`src/rtl/eff_pkg.sv`:
```
// Shared types and constants for the clipping effect pipeline.
package eff_pkg;

    localparam int MODE_W = 2;

    typedef enum logic [MODE_W-1:0] {
        BYPASS    = 2'd0,
        HARD_SYM  = 2'd1,
        HARD_ASYM = 2'd2,
        FOLD      = 2'd3
    } clip_mode_e;

endpackage

```
`src/rtl/eff_sat_counter.sv`:
```
// Up-counter that sticks at all-ones; clear has priority over increment.
module eff_sat_counter #(
    parameter int W = 16
) (
    input  logic         clk,
    input  logic         srst,
    input  logic         en,
    input  logic         clr,
    output logic [W-1:0] cnt
);

    logic [W-1:0] cnt_q, cnt_d;

    always_comb begin
        cnt_d = cnt_q;
        if (clr) begin
            cnt_d = '0;
        end else if (en && (cnt_q != {W{1'b1}})) begin
            cnt_d = cnt_q + W'(1);
        end
    end

    always_ff @(posedge clk) begin
        if (srst) begin
            cnt_q <= '0;
        end else begin
            cnt_q <= cnt_d;
        end
    end

    assign cnt = cnt_q;

endmodule

```
`src/rtl/eff_clip_pipe.sv`:
```
// Two-stage signed clipper with hard, asymmetric and fold-back modes,
// validated threshold loading, clip counting and peak-magnitude hold.
module eff_clip_pipe
    import eff_pkg::*;
#(
    parameter int DATA_W = 8,
    parameter int CNT_W  = 16,
    parameter int DEF_HI = 100
) (
    input  logic              i_clk,
    input  logic              i_rst,
    input  logic              i_valid,
    input  logic [DATA_W-1:0] i_sample,
    input  logic              i_cfg_load,
    input  logic [MODE_W-1:0] i_mode,
    input  logic [DATA_W-1:0] i_thr_hi,
    input  logic [DATA_W-1:0] i_thr_lo,
    input  logic              i_cnt_clr,
    output logic              o_valid,
    output logic [DATA_W-1:0] o_sample,
    output logic              o_clip,
    output logic [CNT_W-1:0]  o_clip_cnt,
    output logic [DATA_W-2:0] o_peak,
    output logic              o_cfg_err
);

    localparam logic [DATA_W-1:0] DEF_HI_V = DATA_W'(DEF_HI);
    localparam logic [DATA_W-1:0] DEF_LO_V = DATA_W'(-DEF_HI);

    logic signed [DATA_W-1:0] x_s, thr_hi_s, thr_lo_s;
    assign x_s      = $signed(i_sample);
    assign thr_hi_s = $signed(i_thr_hi);
    assign thr_lo_s = $signed(i_thr_lo);

    // ---------------- active configuration ----------------
    clip_mode_e               mode_q, mode_d, ld_mode;
    logic signed [DATA_W-1:0] hi_q, hi_d, lo_q, lo_d;
    logic                     cfg_err_q, cfg_err_d;
    logic                     ld_ok;

    always_comb begin
        ld_mode = clip_mode_e'(i_mode);
        case (ld_mode)
            HARD_SYM:        ld_ok = ~thr_hi_s[DATA_W-1];
            HARD_ASYM, FOLD: ld_ok = (thr_lo_s <= thr_hi_s);
            default:         ld_ok = 1'b1;
        endcase
    end

    always_comb begin
        mode_d    = mode_q;
        hi_d      = hi_q;
        lo_d      = lo_q;
        cfg_err_d = 1'b0;
        if (i_cfg_load) begin
            if (ld_ok) begin
                mode_d = ld_mode;
                hi_d   = thr_hi_s;
                lo_d   = (ld_mode == HARD_SYM) ? -thr_hi_s : thr_lo_s;
            end else begin
                cfg_err_d = 1'b1;
            end
        end
    end

    // ---------------- stage 1: capture sample, flags and config ----------------
    logic                     s1_valid_q, s1_valid_d;
    logic signed [DATA_W-1:0] s1_x_q, s1_x_d, s1_hi_q, s1_hi_d, s1_lo_q, s1_lo_d;
    logic                     s1_gt_q, s1_gt_d, s1_lt_q, s1_lt_d;
    clip_mode_e               s1_mode_q, s1_mode_d;

    always_comb begin
        s1_valid_d = i_valid;
        s1_x_d     = s1_x_q;
        s1_hi_d    = s1_hi_q;
        s1_lo_d    = s1_lo_q;
        s1_gt_d    = s1_gt_q;
        s1_lt_d    = s1_lt_q;
        s1_mode_d  = s1_mode_q;
        if (i_valid) begin
            s1_x_d    = x_s;
            s1_hi_d   = hi_q;
            s1_lo_d   = lo_q;
            s1_gt_d   = (x_s > hi_q);
            s1_lt_d   = (x_s < lo_q);
            s1_mode_d = mode_q;
        end
    end

    // ---------------- stage 2: produce output sample ----------------
    logic signed [DATA_W+1:0] x_e, hi_e, lo_e, fold_e;
    logic signed [DATA_W-1:0] y_comb;
    logic                     clip_comb;
    logic                     o_valid_q, o_valid_d, o_clip_q, o_clip_d;
    logic [DATA_W-1:0]        o_sample_q, o_sample_d;

    always_comb begin
        x_e  = {{2{s1_x_q[DATA_W-1]}},  s1_x_q};
        hi_e = {{2{s1_hi_q[DATA_W-1]}}, s1_hi_q};
        lo_e = {{2{s1_lo_q[DATA_W-1]}}, s1_lo_q};
        // Reflection can overshoot the opposite threshold, hence the clamp.
        fold_e = x_e;
        if (s1_gt_q) begin
            fold_e = (hi_e <<< 1) - x_e;
        end else if (s1_lt_q) begin
            fold_e = (lo_e <<< 1) - x_e;
        end
        if (fold_e > hi_e) begin
            fold_e = hi_e;
        end else if (fold_e < lo_e) begin
            fold_e = lo_e;
        end

        y_comb    = s1_x_q;
        clip_comb = 1'b0;
        case (s1_mode_q)
            HARD_SYM, HARD_ASYM: begin
                if (s1_gt_q) begin
                    y_comb = s1_hi_q;
                end else if (s1_lt_q) begin
                    y_comb = s1_lo_q;
                end
                clip_comb = s1_gt_q | s1_lt_q;
            end
            FOLD: begin
                y_comb    = fold_e[DATA_W-1:0];
                clip_comb = s1_gt_q | s1_lt_q;
            end
            default: begin
                y_comb    = s1_x_q;
                clip_comb = 1'b0;
            end
        endcase
    end

    always_comb begin
        o_valid_d  = s1_valid_q;
        o_sample_d = o_sample_q;
        o_clip_d   = o_clip_q;
        if (s1_valid_q) begin
            o_sample_d = y_comb;
            o_clip_d   = clip_comb;
        end
    end

    // ---------------- peak magnitude hold ----------------
    logic [DATA_W-2:0] abs_x, peak_q, peak_d;

    always_comb begin
        if (i_sample == {1'b1, {(DATA_W-1){1'b0}}}) begin
            abs_x = '1;
        end else if (i_sample[DATA_W-1]) begin
            abs_x = ~i_sample[DATA_W-2:0] + (DATA_W-1)'(1);
        end else begin
            abs_x = i_sample[DATA_W-2:0];
        end
        peak_d = peak_q;
        if (i_cnt_clr) begin
            peak_d = '0;
        end else if (i_valid && (abs_x > peak_q)) begin
            peak_d = abs_x;
        end
    end

    always_ff @(posedge i_clk) begin
        if (i_rst) begin
            mode_q     <= HARD_SYM;
            hi_q       <= DEF_HI_V;
            lo_q       <= DEF_LO_V;
            cfg_err_q  <= 1'b0;
            s1_valid_q <= 1'b0;
            s1_x_q     <= '0;
            s1_hi_q    <= '0;
            s1_lo_q    <= '0;
            s1_gt_q    <= 1'b0;
            s1_lt_q    <= 1'b0;
            s1_mode_q  <= BYPASS;
            o_valid_q  <= 1'b0;
            o_sample_q <= '0;
            o_clip_q   <= 1'b0;
            peak_q     <= '0;
        end else begin
            mode_q     <= mode_d;
            hi_q       <= hi_d;
            lo_q       <= lo_d;
            cfg_err_q  <= cfg_err_d;
            s1_valid_q <= s1_valid_d;
            s1_x_q     <= s1_x_d;
            s1_hi_q    <= s1_hi_d;
            s1_lo_q    <= s1_lo_d;
            s1_gt_q    <= s1_gt_d;
            s1_lt_q    <= s1_lt_d;
            s1_mode_q  <= s1_mode_d;
            o_valid_q  <= o_valid_d;
            o_sample_q <= o_sample_d;
            o_clip_q   <= o_clip_d;
            peak_q     <= peak_d;
        end
    end

    eff_sat_counter #(.W(CNT_W)) u_clip_cnt (
        .clk  (i_clk),
        .srst (i_rst),
        .en   (o_valid_q & o_clip_q),
        .clr  (i_cnt_clr),
        .cnt  (o_clip_cnt)
    );

    assign o_valid   = o_valid_q;
    assign o_sample  = o_sample_q;
    assign o_clip    = o_clip_q;
    assign o_peak    = peak_q;
    assign o_cfg_err = cfg_err_q;

endmodule

```
`config.mk`:
```
export PLATFORM = sky130hd
export DESIGN_NAME = eff_clip_pipe
export DESIGN_NICKNAME = d
export VERILOG_FILES = /design/src/rtl/eff_pkg.sv /design/src/rtl/eff_sat_counter.sv /design/src/rtl/eff_clip_pipe.sv
export SDC_FILE = /design/constraint.sdc
export NUM_CORES = 1
export LEC_CHECK = 0
export ABC_AREA = 1
export CAP_MARGIN = 15
export CORE_MARGIN = 2
export CORE_UTILIZATION = 57
export CTS_CLUSTER_DIAMETER = 150
export DETAILED_ROUTE_END_ITERATION = 10
export PLACE_DENSITY = 0.86
export SLEW_MARGIN = 15
export SYNTH_ARGS = -nofsm -noshare
export SYNTH_HDL_FRONTEND = slang
export SYNTH_SLANG_ARGS = --single-unit
export TNS_END_PERCENT = 50
```
`constraint.sdc`:
```
create_clock -name i_clk -period 7.5 [get_ports i_clk]
set_clock_uncertainty 0.15 [all_clocks]
set_input_delay 1.5 -clock i_clk [delete_from_list [all_inputs] [get_ports i_clk]]
set_output_delay 1.5 -clock i_clk [all_outputs]
set_load 0.02 [all_outputs]
```
* Yosys cells after proc, flatten, opt, wreduce, memory -nomap -nowiden
Index checks and enable logic that the tools add are counted.
** Operators by class
- Add/sub/neg operators :: 5
- Multipliers :: 0
- Divide/modulo/power cells :: 0
- Magnitude comparators :: 6
- Equal/unequal tests :: 8
- Shifts and indexed selects :: 0
- Mux-type cells :: 13
- Bitwise logic cells :: 5
- Reduce and logical (&&, ||, !) cells :: 8
** Operator list (count)
- 8-bit 2-to-1 mux :: 5
- 10-bit 2-to-1 mux :: 2
- 9-bit by 8-bit subtractor with 10-bit output :: 2
- 16-bit by 1-bit adder with 16-bit output (second input constant) :: 1
- 16-bit inequality test (second input constant) :: 1
- 8-bit case mux with 2 select lines :: 1
- 7-bit 2-to-1 mux :: 2
- 10-bit by 8-bit > comparator with 1-bit output :: 1
- 10-bit by 8-bit less-than comparator with 1-bit output :: 1
- 2-bit == test (second input constant) :: 4
- 8-bit == test (second input constant) :: 1
- 8-bit > comparator :: 1
- 8-bit <= comparator :: 1
- 8-bit less-than comparator :: 1
- 8-bit negator :: 1
- 2-bit OR reduction :: 4
- 7-bit by 1-bit adder with 7-bit output (second input constant) :: 1
- 7-bit > comparator :: 1
- 7-bit inverter :: 1
- 2-bit by 1-bit == test with 1-bit output (second input constant) :: 2
- 3-bit OR reduction :: 1
- 1-bit logical AND :: 2
- 1-bit 2-to-1 mux :: 2
- 1-bit inverter :: 2
- 4 further kinds :: 4
** Word-level totals
- Flip-flop bits (word level) :: 81
- Bits in latches :: 0
- RAM bits :: 0
- Memory bits (read-only) :: 0
- Bits of input ports :: 31
- Output and inout port bits :: 34
- Logic and storage cells :: 61
- Memories :: 0

* Depth between registers and ports, before layout
- Word-level depth :: 7
- Gate-level depth with buffers :: 28
- Mapped depth without buffers :: 28

* Cells and area by module
Synthesis repeated with hierarchy kept, for this count alone.
** Second synthesis, totals
- Cells, all modules :: 975
- Area, all modules :: 6324.8 µm²
** By module, submodules not included
- eff_clip_pipe :: times used 1, cells an instance 819, area each 5320.1 µm², seq. area each 1301.2 µm²
- eff_sat_counter :: times used 1, cells an instance 156, area each 1004.7 µm², seq. area each 320.3 µm²

* Worst setup path after synthesis
No wires, ideal clock.
- Path type :: input -> register
- Start :: in i_sample[0]
- End :: reg peak_q[4] (netlist: o_peak[4])
- Setup time :: 86 ps
- Arrival :: 3599 ps
- Path slack :: 3665 ps
- Cell stages on the path :: 20
- Cells stage by stage :: inv_1 > ha_1 > inv_1 > nor3_2 > inv_1 > nor3_2 > inv_1 > nor2_1 > inv_1 > nand2_1 > ha_1 > a21oi_1 > o21ai_0 > nand3_1 > a21o_1 > nand2_1 > nand2_1 > clkbuf_1 > nor2_1 > a211oi_1
** Between the ends
- Longest elaborated chain between the ends :: 6
** RTL lines
- start, declared :: RTL line eff_clip_pipe.sv:13 : input logic [DATA_W-1:0] i_sample,
- 7-bit inverter :: RTL line eff_clip_pipe.sv:153 : abs_x = ~i_sample[DATA_W-2:0] + (DATA_W-1)'(1);
- 7-bit by 1-bit adder with 7-bit output :: RTL line eff_clip_pipe.sv:153
- 7-bit 2-to-1 mux :: RTL line eff_clip_pipe.sv:152 : end else if (i_sample[DATA_W-1]) begin
- 7-bit 2-to-1 mux (*) :: RTL line eff_clip_pipe.sv:150 : if (i_sample == {1'b1, {(DATA_W-1){1'b0}}}) begin
- named net abs_x[2] :: RTL line eff_clip_pipe.sv:147 : logic [DATA_W-2:0] abs_x, peak_q, peak_d;
- 7-bit > comparator (*) :: RTL line eff_clip_pipe.sv:160 : end else if (i_valid && (abs_x > peak_q)) begin
- 1-bit logical AND (*) :: RTL line eff_clip_pipe.sv:160
- end signal, assigned :: RTL line eff_clip_pipe.sv:197 : peak_q <= peak_d;
- end, declared :: RTL line eff_clip_pipe.sv:147
The timed path passes the listed nets; every way through them passes the cells marked *.
A chain may end at the register's enable or synchronous reset.

* Final worst setup path
- Start :: in i_sample[1]
- End :: reg peak_q[0] (netlist: o_peak[0])
The elaborated chain is that of the path after synthesis.

==> summary.md <==
| Metric | Value |
|---|---|
| Synth top area share | `0.266` |
| Largest family of logic cells by synthesized area | `simple AND/OR/NAND/NOR gates` |
| Clock Path Buffers | `2` |
| Flops & latches, synth | `about 80` |
| RSZ-0062 raised after global routing | `false` |
| Post-CTS setup buffers | `0` |
| Fin cells | `~1,100` |
| Drt initial violations | `about 530` |
| Final Hold Vio Count | `0` |
| Register area | `1620 um2` |
| Synthesized area | `a little over 6000 um2` |
| Hold Buf Count CTS | `0` |
| Mux cell area share after synthesis | `0` |
| Synth Area in Compound Gates | `0.184` |
| Hold path start | `mode_q[1]` |
| DIE WIDTH | `107 um` |
| Crit end category | `register` |
| Synth Flop Type | `dfxtp_1` |
| Io pins | `65` |
| Cell count after synthesis | `just over 900` |
| CTS tree | `done` |
| Layout area overhead | `15.4%` |
| CTS sink cnt | `between 80 and 90` |
| Clk pin slew, worst setup/hold paths | `roughly 0.08 ns` |
| Finished Cell Area | `~7000 um2` |
| Sw frac | `0.398` |
| Remaining antenna violation count after routing | `0` |
| Post-synthesis sequential area ratio | `0.266` |
| Clk_lat worst skew | `~0.36 ns` |
| Reg-to-reg setup timing slack | `3.46 ns` |
| Pwr Total | `about 0.0013 W` |
| Total global routing overflow | `0` |
| Post-synthesis xor/xnor area fraction | `0.0172` |
| Yosys warns | `0` |
| Worst Path Max Fanout | `13` |
| Fillers | `~940` |
| Die Y-Extent | `between 100 and 150 um` |
| Dpl cells | `1,110` |
| Top post-synthesis cells by area | `dfxtp_1 27%, ha_1 14%, nand2_1 14%, a21oi_1 9.1%, inv_1 8.7%` |
| Vias per inst | `approximately 5.5` |
| Routed WL per cell | `approximately 14 um` |
| First-pass GRT wire length | `between 20,000 and 30,000 um` |
| Final Wtd Congestion | `roughly 0.99` |
| Hold Path Depth | `2` |
| Final period utilization | `0.576` |
| FF-to-FF path depth | `24` |
| Max Cap Viol | `0` |
| Post-synth ARST share | `0` |
| Antenna violations before repair | `0` |
| Sink of the worst hold path | `mode_q[1]` |
| Slew @ Worst Pin | `just over 0.8 ns` |
| Final wirelength | `15,400 um` |
| H-tree levels | `3` |
| CTS Root Cell | `clkbuf_8` |
| HPWL Detailed | `approximately 12,000 um` |
| Final setup viols | `0` |
| Crit Path Category | `in2reg` |
| Nets | `1,089` |
| Share of layout cells above drive strength 1 | `0.0414` |
| Internal power | `around 0.0008 W` |
| Post-Synth Adder-Cell Area | `0.150` |
| Vias in the first global route | `roughly 5,600` |
| Worst flop-to-flop path endpoint | `o_sample[7]` |
| Cts bufs inserted | `9` |
| Area leader, netlist | `dfxtp_1` |
| PD cells | `around 190 nW/um2` |
| Fin util | `0.678` |
| Pre-antenna DRT Iters | `6` |
| Count of unique library cells instantiated by Yosys | `46` |
| N_diodes | `0` |
| Max Freq | `231 MHz` |
| Largest net degree at the start of global routing | `between 40 and 50` |
| R2r startpoint | `s1_x_q[6]` |
| Crit start category | `input port` |
| Sw power | `around 0.00053 W` |
| Synthesized area per cell | `between 6 and 7 um2` |
| Starting utilization of the core area | `0.588` |
| Port Buffers | `64` |
| Pins Over Slew Limit | `0` |
| Max-Slew Margin vs Limit | `0.453` |
| Outcome | `complete, no violations` |
| Critical path data required time | `7.60 ns` |
| WP data arrival | `~4.4 ns` |
| Core Area | `just over 10,000 um2` |
| Rows | `37` |
| DR vias | `between 6,000 and 7,000` |
| Post-synth EDFFs | `0` |
| Combinational power share | `0.404` |
| Setup TNS | `0 ns` |
| Clock share of power | `0.229` |
| Area of the multi-input gates | `around 3800 um2` |
| Die Area | `11,500 um2` |
| Minimum clock period | `about 4.3 ns` |
| Worst IR Drop VDD | `around 0.16 mV` |
| Synth Area in Simple Gates | `0.276` |
| Hold WC Path Type | `reg2reg` |
| Sequential share of power | `0.367` |
| Synthesized net count | `a little over 1,000` |
| Placed cell areas | `6820 um2` |
| P_leak | `3.33 nW` |
| Post_cts resized | `0` |
| Drt drc | `0` |
| Total track usage | `0.279` |
state kept, by name (all words and copies together) (netlist names):
register	cells
s1_gt_q	1
u_clip_cnt.cnt	16
o_peak	7
hi_q	8
s1_lt_q	1
lo_q	8
s1_mode_q	2
o_valid	1
o_clip	1
s1_hi_q	8
mode_q	2
o_cfg_err	1
o_sample	8
s1_lo_q	8
s1_x_q	8
o_valid_d	1
cell families (layout without fill, tap and decap cells):
kind of cell,Yosys count,in the layout
buffers and inverters,171,228
flip-flops,81,81
XOR/XNOR,12,12
adder cells (fa/ha/maj),72,72
AO/OA/AOI/OAI,209,209
AND/OR/NAND/NOR,389,389
cells in the mapped netlist (3+ instances only):
| cell | instances |
|---|---|
| nand2_2 | 4 |
| or2_2 | 3 |
| a31oi_1 | 3 |
| buf_2 | 3 |
| o21a_1 | 5 |
| dfxtp_1 | 81 |
| nand4_1 | 10 |
| nor3_1 | 13 |
| o211ai_1 | 3 |
| xor2_1 | 12 |
| a21oi_1 | 111 |
| nand2_1 | 221 |
| a21oi_2 | 4 |
| nor2_1 | 56 |
| clkbuf_1 | 21 |
| o21ai_0 | 70 |
| nand3_1 | 66 |
| inv_1 | 142 |
| ha_1 | 70 |
critical path: stages:
cell and delay [ns]:
clkdlybuf4s50_1 0.49, inv_1 0.14, ha_1 0.15, inv_1 0.05, nor3_2 0.13, inv_1 0.09, nor3_2 0.13, inv_1 0.05
nor2_1 0.17, inv_1 0.12, o211ai_1 0.14, ha_1 0.28, nand2_1 0.07, o21ai_0 0.07, nand3_1 0.09, a21o_1 0.11
nand2_1 0.04, nand2_1 0.28, inv_1 0.09, o21ai_0 0.16, a21oi_1 0.05
power groups by stage:
stage / registers, W / clock network (W) / logic [W]
3_5_place_dp: 0.000494 / 0 / 0.000522
2_1_floorplan: 0.000487 / 0 / 0.000398
3_3_place_gp: 0.000493 / 0 / 0.000512
5_1_grt: 0.000488 / 0.000330 / 0.000611
6_report: 0.000485 / 0.000303 / 0.000534
4_1_cts: 0.000484 / 0.000309 / 0.000525
metal layers:
metal  track usage  routed length [um]  up-vias
li1              -                   -     3170
met1         0.362                6920     2770
met2         0.456                7020      220
met3        0.0551                1040       33
met4         0.108                 401        0
met5             0                   0        -
metrics by stage:
step / setup WS [ns] / hold WS (ns)
after floorplan: 3.67 / 0.285
after global placement: 2.98 / 0.296
after detailed placement: 2.83 / 0.307
after CTS: 3.23 / 0.321
after global routing: 2.87 / 0.342
final: 3.18 / 0.319
how the worst max path moves through the flow:
stage / cells past startpoint / slack, ns / end / startpoint
floorplan: 20 / 3.67 / o_peak[4] / i_sample[0]
global placement: 21 / 2.98 / o_peak[0] / i_sample[1]
detailed placement: 21 / 2.83 / o_peak[0] / i_sample[1]
CTS: 21 / 3.23 / o_peak[0] / i_sample[1]
global route: 21 / 2.87 / o_peak[0] / i_sample[0]
finish: 21 / 3.18 / o_peak[0] / i_sample[1]
cells in the final DEF, fill, tap and decap left out, types with 5 or more instances in the layout:
master,count
a21oi_1,111
inv_1,142
dfxtp_1,81
nand4_1,10
clkdlybuf4s50_1,64
nor2_1,56
o21a_1,5
o21ai_0,70
clkbuf_8,11
ha_1,70
nand2_1,221
nor3_1,13
xor2_1,12
nand3_1,66
layout make-up:
type | instances | share of cell area
Inverter | 145 | 0.0774
Sequential cell | 81 | 0.231
Clock buffer | 11 | 0.0215
Clock inverter | 5 | 0.00534
Tap cell | 136 | 0.0242
Multi-Input combinational cell | 682 | 0.544
Timing Repair Buffer | 67 | 0.0972
No activity file was read; power rests on OpenSTA's default activity.
==> edit (same settings) <==
`o_sample_q` no longer has a reset.
--- a/src/rtl/eff_clip_pipe.sv
+++ b/src/rtl/eff_clip_pipe.sv
@@ -177,5 +177,4 @@
             s1_mode_q  <= BYPASS;
             o_valid_q  <= 1'b0;
-            o_sample_q <= '0;
             o_clip_q   <= 1'b0;
             peak_q     <= '0;
@@ -193,8 +192,11 @@
             s1_mode_q  <= s1_mode_d;
             o_valid_q  <= o_valid_d;
-            o_sample_q <= o_sample_d;
             o_clip_q   <= o_clip_d;
             peak_q     <= peak_d;
         end
+    end
+
+    always_ff @(posedge i_clk) begin
+        o_sample_q <= o_sample_d;
     end
 
Behaviour: differs if i_rst is asserted again (counterexample within 4 cycles, from zero or initial values and one cycle with i_rst high); with i_rst held inactive, the same outputs for 4 cycles.
==> edit against the unedited design <==
Combinational power increased by 0.9%; core utilization decreased by 0.89 points; total power increased by 3.7%; count of clock-buffer cells in the layout unchanged; routed wire length increased by 4.6%; hold slack got worse by 0.0019 ns; area after synthesis increased by 3.1%; design area increased by 2.7%; sequential cell count unchanged; setup slack improved by 0.060 ns; die area increased by 3.0%; register-to-register slack improved by 0.18 ns; largest cell class unchanged.
==> edit: results (changes against the unedited design) <==
status: "finished, final reports clean"  # unchanged
ys_async_sr_fraction_pct: 0  # unchanged
clk_pin_slew_ns: 0.09
grt_max_degree: 49  # was 46
ys_top_cells_by_count: "nand2_1 (209), inv_1 (149), a21oi_1 (99)"  # was nand2_1 (221), inv_1 (142), a21oi_1 (111)
first_iter_violations: 440  # was 532
crit_arrival_ns: 4.37  # was 4.42 ns
synth-edff-count: 8  # was 0
gp_congestion: 0.9618  # was 0.9851
vdd_ir_drop_max_mv: 0.1014  # was 0.1650 mV
syn-num-nets: 1042  # was 1037
synth_cell_types: 48  # was 46
netlist_top_cells_area: "dfxtp_1 (23%), ha_1 (14%), nand2_1 (12%), inv_1 (8.9%), a21oi_1 (7.9%)"  # was dfxtp_1 (27%), ha_1 (14%), nand2_1 (14%), a21oi_1 (9.1%), inv_1 (8.7%)
dr.pass1.iters: 5  # was 6
grt_pass1_wl_mm: 26.34  # was 25.78 mm
p_switching_uw: 530.8  # was 525.8 uW
ctsResizeCount: 0  # unchanged
critical-path-top-delay-family: "buffers and inverters"  # unchanged
cts_root_buf: "clkbuf_8"  # unchanged
insertion_delay_ns: 0.36  # about the same
max_stage_delay_ns: 0.54  # was 0.49 ns
cp_max_fo: 11  # was 13
grt_use_total_pct: 28.38  # was 27.86%
post_cts_buffers: 0  # unchanged
numCtsBuffers: 9  # unchanged
antenna_found_initial: 0  # unchanged
fill_cells: 951  # was 938
post_route_cells_drive_above_1_share_pct: 6.124  # was 4.137%
tightest_slew_ns: 1.067  # was 0.8188 ns
synth-main-ff-cell: "dfxtp_1"  # unchanged
wl_per_cell_um: 14.17  # was 13.65 um
hold_path.class: "reg -> reg"  # unchanged
htreeDepth: 3  # unchanged
ys_warn_count: 0  # unchanged
port_buffers: 64  # unchanged
vias_per_cell: 5.509  # was 5.495
p_leak_nw: 3.417  # was 3.333 nW
largest_reg_flops: 16  # unchanged
num_antenna_cells: 0  # unchanged
synthCells: 939  # was 934
grt_pass1_vias: 5673  # was 5629
clock_path_buffers: 2  # unchanged
dp_cells: 1120  # was 1110
dp_hpwl_mm: 12.73  # was 12.04 mm
crit_path_top_delay_cell: "clkdlybuf4s50_1"  # unchanged
vias: 6258  # was 6193
yosysSeqAreaShare_pct: 27.07  # was 26.61%
edit: area by class of cell:
class	instances	share of cell area, %
sequential	81	23.56
clock inverter	5	0.8489
clock buffer	11	2.114
inverter	156	8.108
tap	140	2.426
timing repair buffer	67	9.182
multi-input combinational	676	53.76
edit: final timing paths:
kind               start          end  slack, ns  cells after the start
max          i_sample[1]    o_peak[0]       3.24                     18
min              hi_q[6]      hi_q[6]       0.32                      2
max reg2reg    s1_x_q[3]  o_sample[2]       3.64                     23
min reg2reg      hi_q[6]      hi_q[6]       0.32                      2
edit: logic make-up after synthesis:
| group | Yosys count | share of synthesized area [%] |
|---|---|---|
| AO/OA/AOI/OAI | 194 | 16.80 |
| XOR/XNOR | 10 | 1.393 |
| adder cells (fa/ha/maj) | 72 | 14.57 |
| buffers and inverters | 182 | 11.17 |
| flip-flops | 81 | 27.07 |
| AND/OR/NAND/NOR | 400 | 29.00 |
edit: power groups by stage:
stage / combinational, mW / clock, mW / sequential [mW]
after floorplan: 0.395 / 0 / 0.498
after global placement: 0.516 / 0 / 0.499
after detailed placement: 0.531 / 0 / 0.500
after CTS: 0.534 / 0.344 / 0.490
after global routing: 0.616 / 0.361 / 0.494
final: 0.539 / 0.341 / 0.491
edit: worst register-to-register path, stage by stage (launching register included):
cell	delay, ns
dfxtp_1	0.47
inv_1	0.11
ha_1	0.38
a21oi_1	0.22
inv_1	0.06
nand2_1	0.08
nand3_1	0.07
nand2_1	0.08
nand2_1	0.08
a21oi_1	0.19
nand2_1	0.08
nand2_1	0.07
nor2_1	0.04
a21oi_1	0.19
ha_1	0.27
nand2_1	0.08
a21oi_1	0.04
nor2_1	0.25
nand4_4	0.21
nand2_8	0.15
nand2_1	0.06
nand3_1	0.07
nand3_1	0.08
a21oi_2	0.21
edit: metrics by stage:
| stage | hold slack [ns] | worst slack (ns) | instance area, um^2 |
|---|---|---|---|
| 2_1_floorplan | 0.2736 | 3.866 | 6286 |
| 3_3_place_gp | 0.2895 | 2.984 | 7008 |
| 3_5_place_dp | 0.2952 | 2.862 | 7008 |
| 4_1_cts | 0.3155 | 3.251 | 7222 |
| 5_1_grt | 0.3287 | 2.873 | 7222 |
| 6_report | 0.3174 | 3.241 | 7222 |
edit: routing by layer:
metal | global-route usage (%) | wire, um
met3 | 4.961 | 1147
met4 | 13.46 | 589
met2 | 43.92 | 7164
met5 | 0 | 0
met1 | 38.30 | 7195
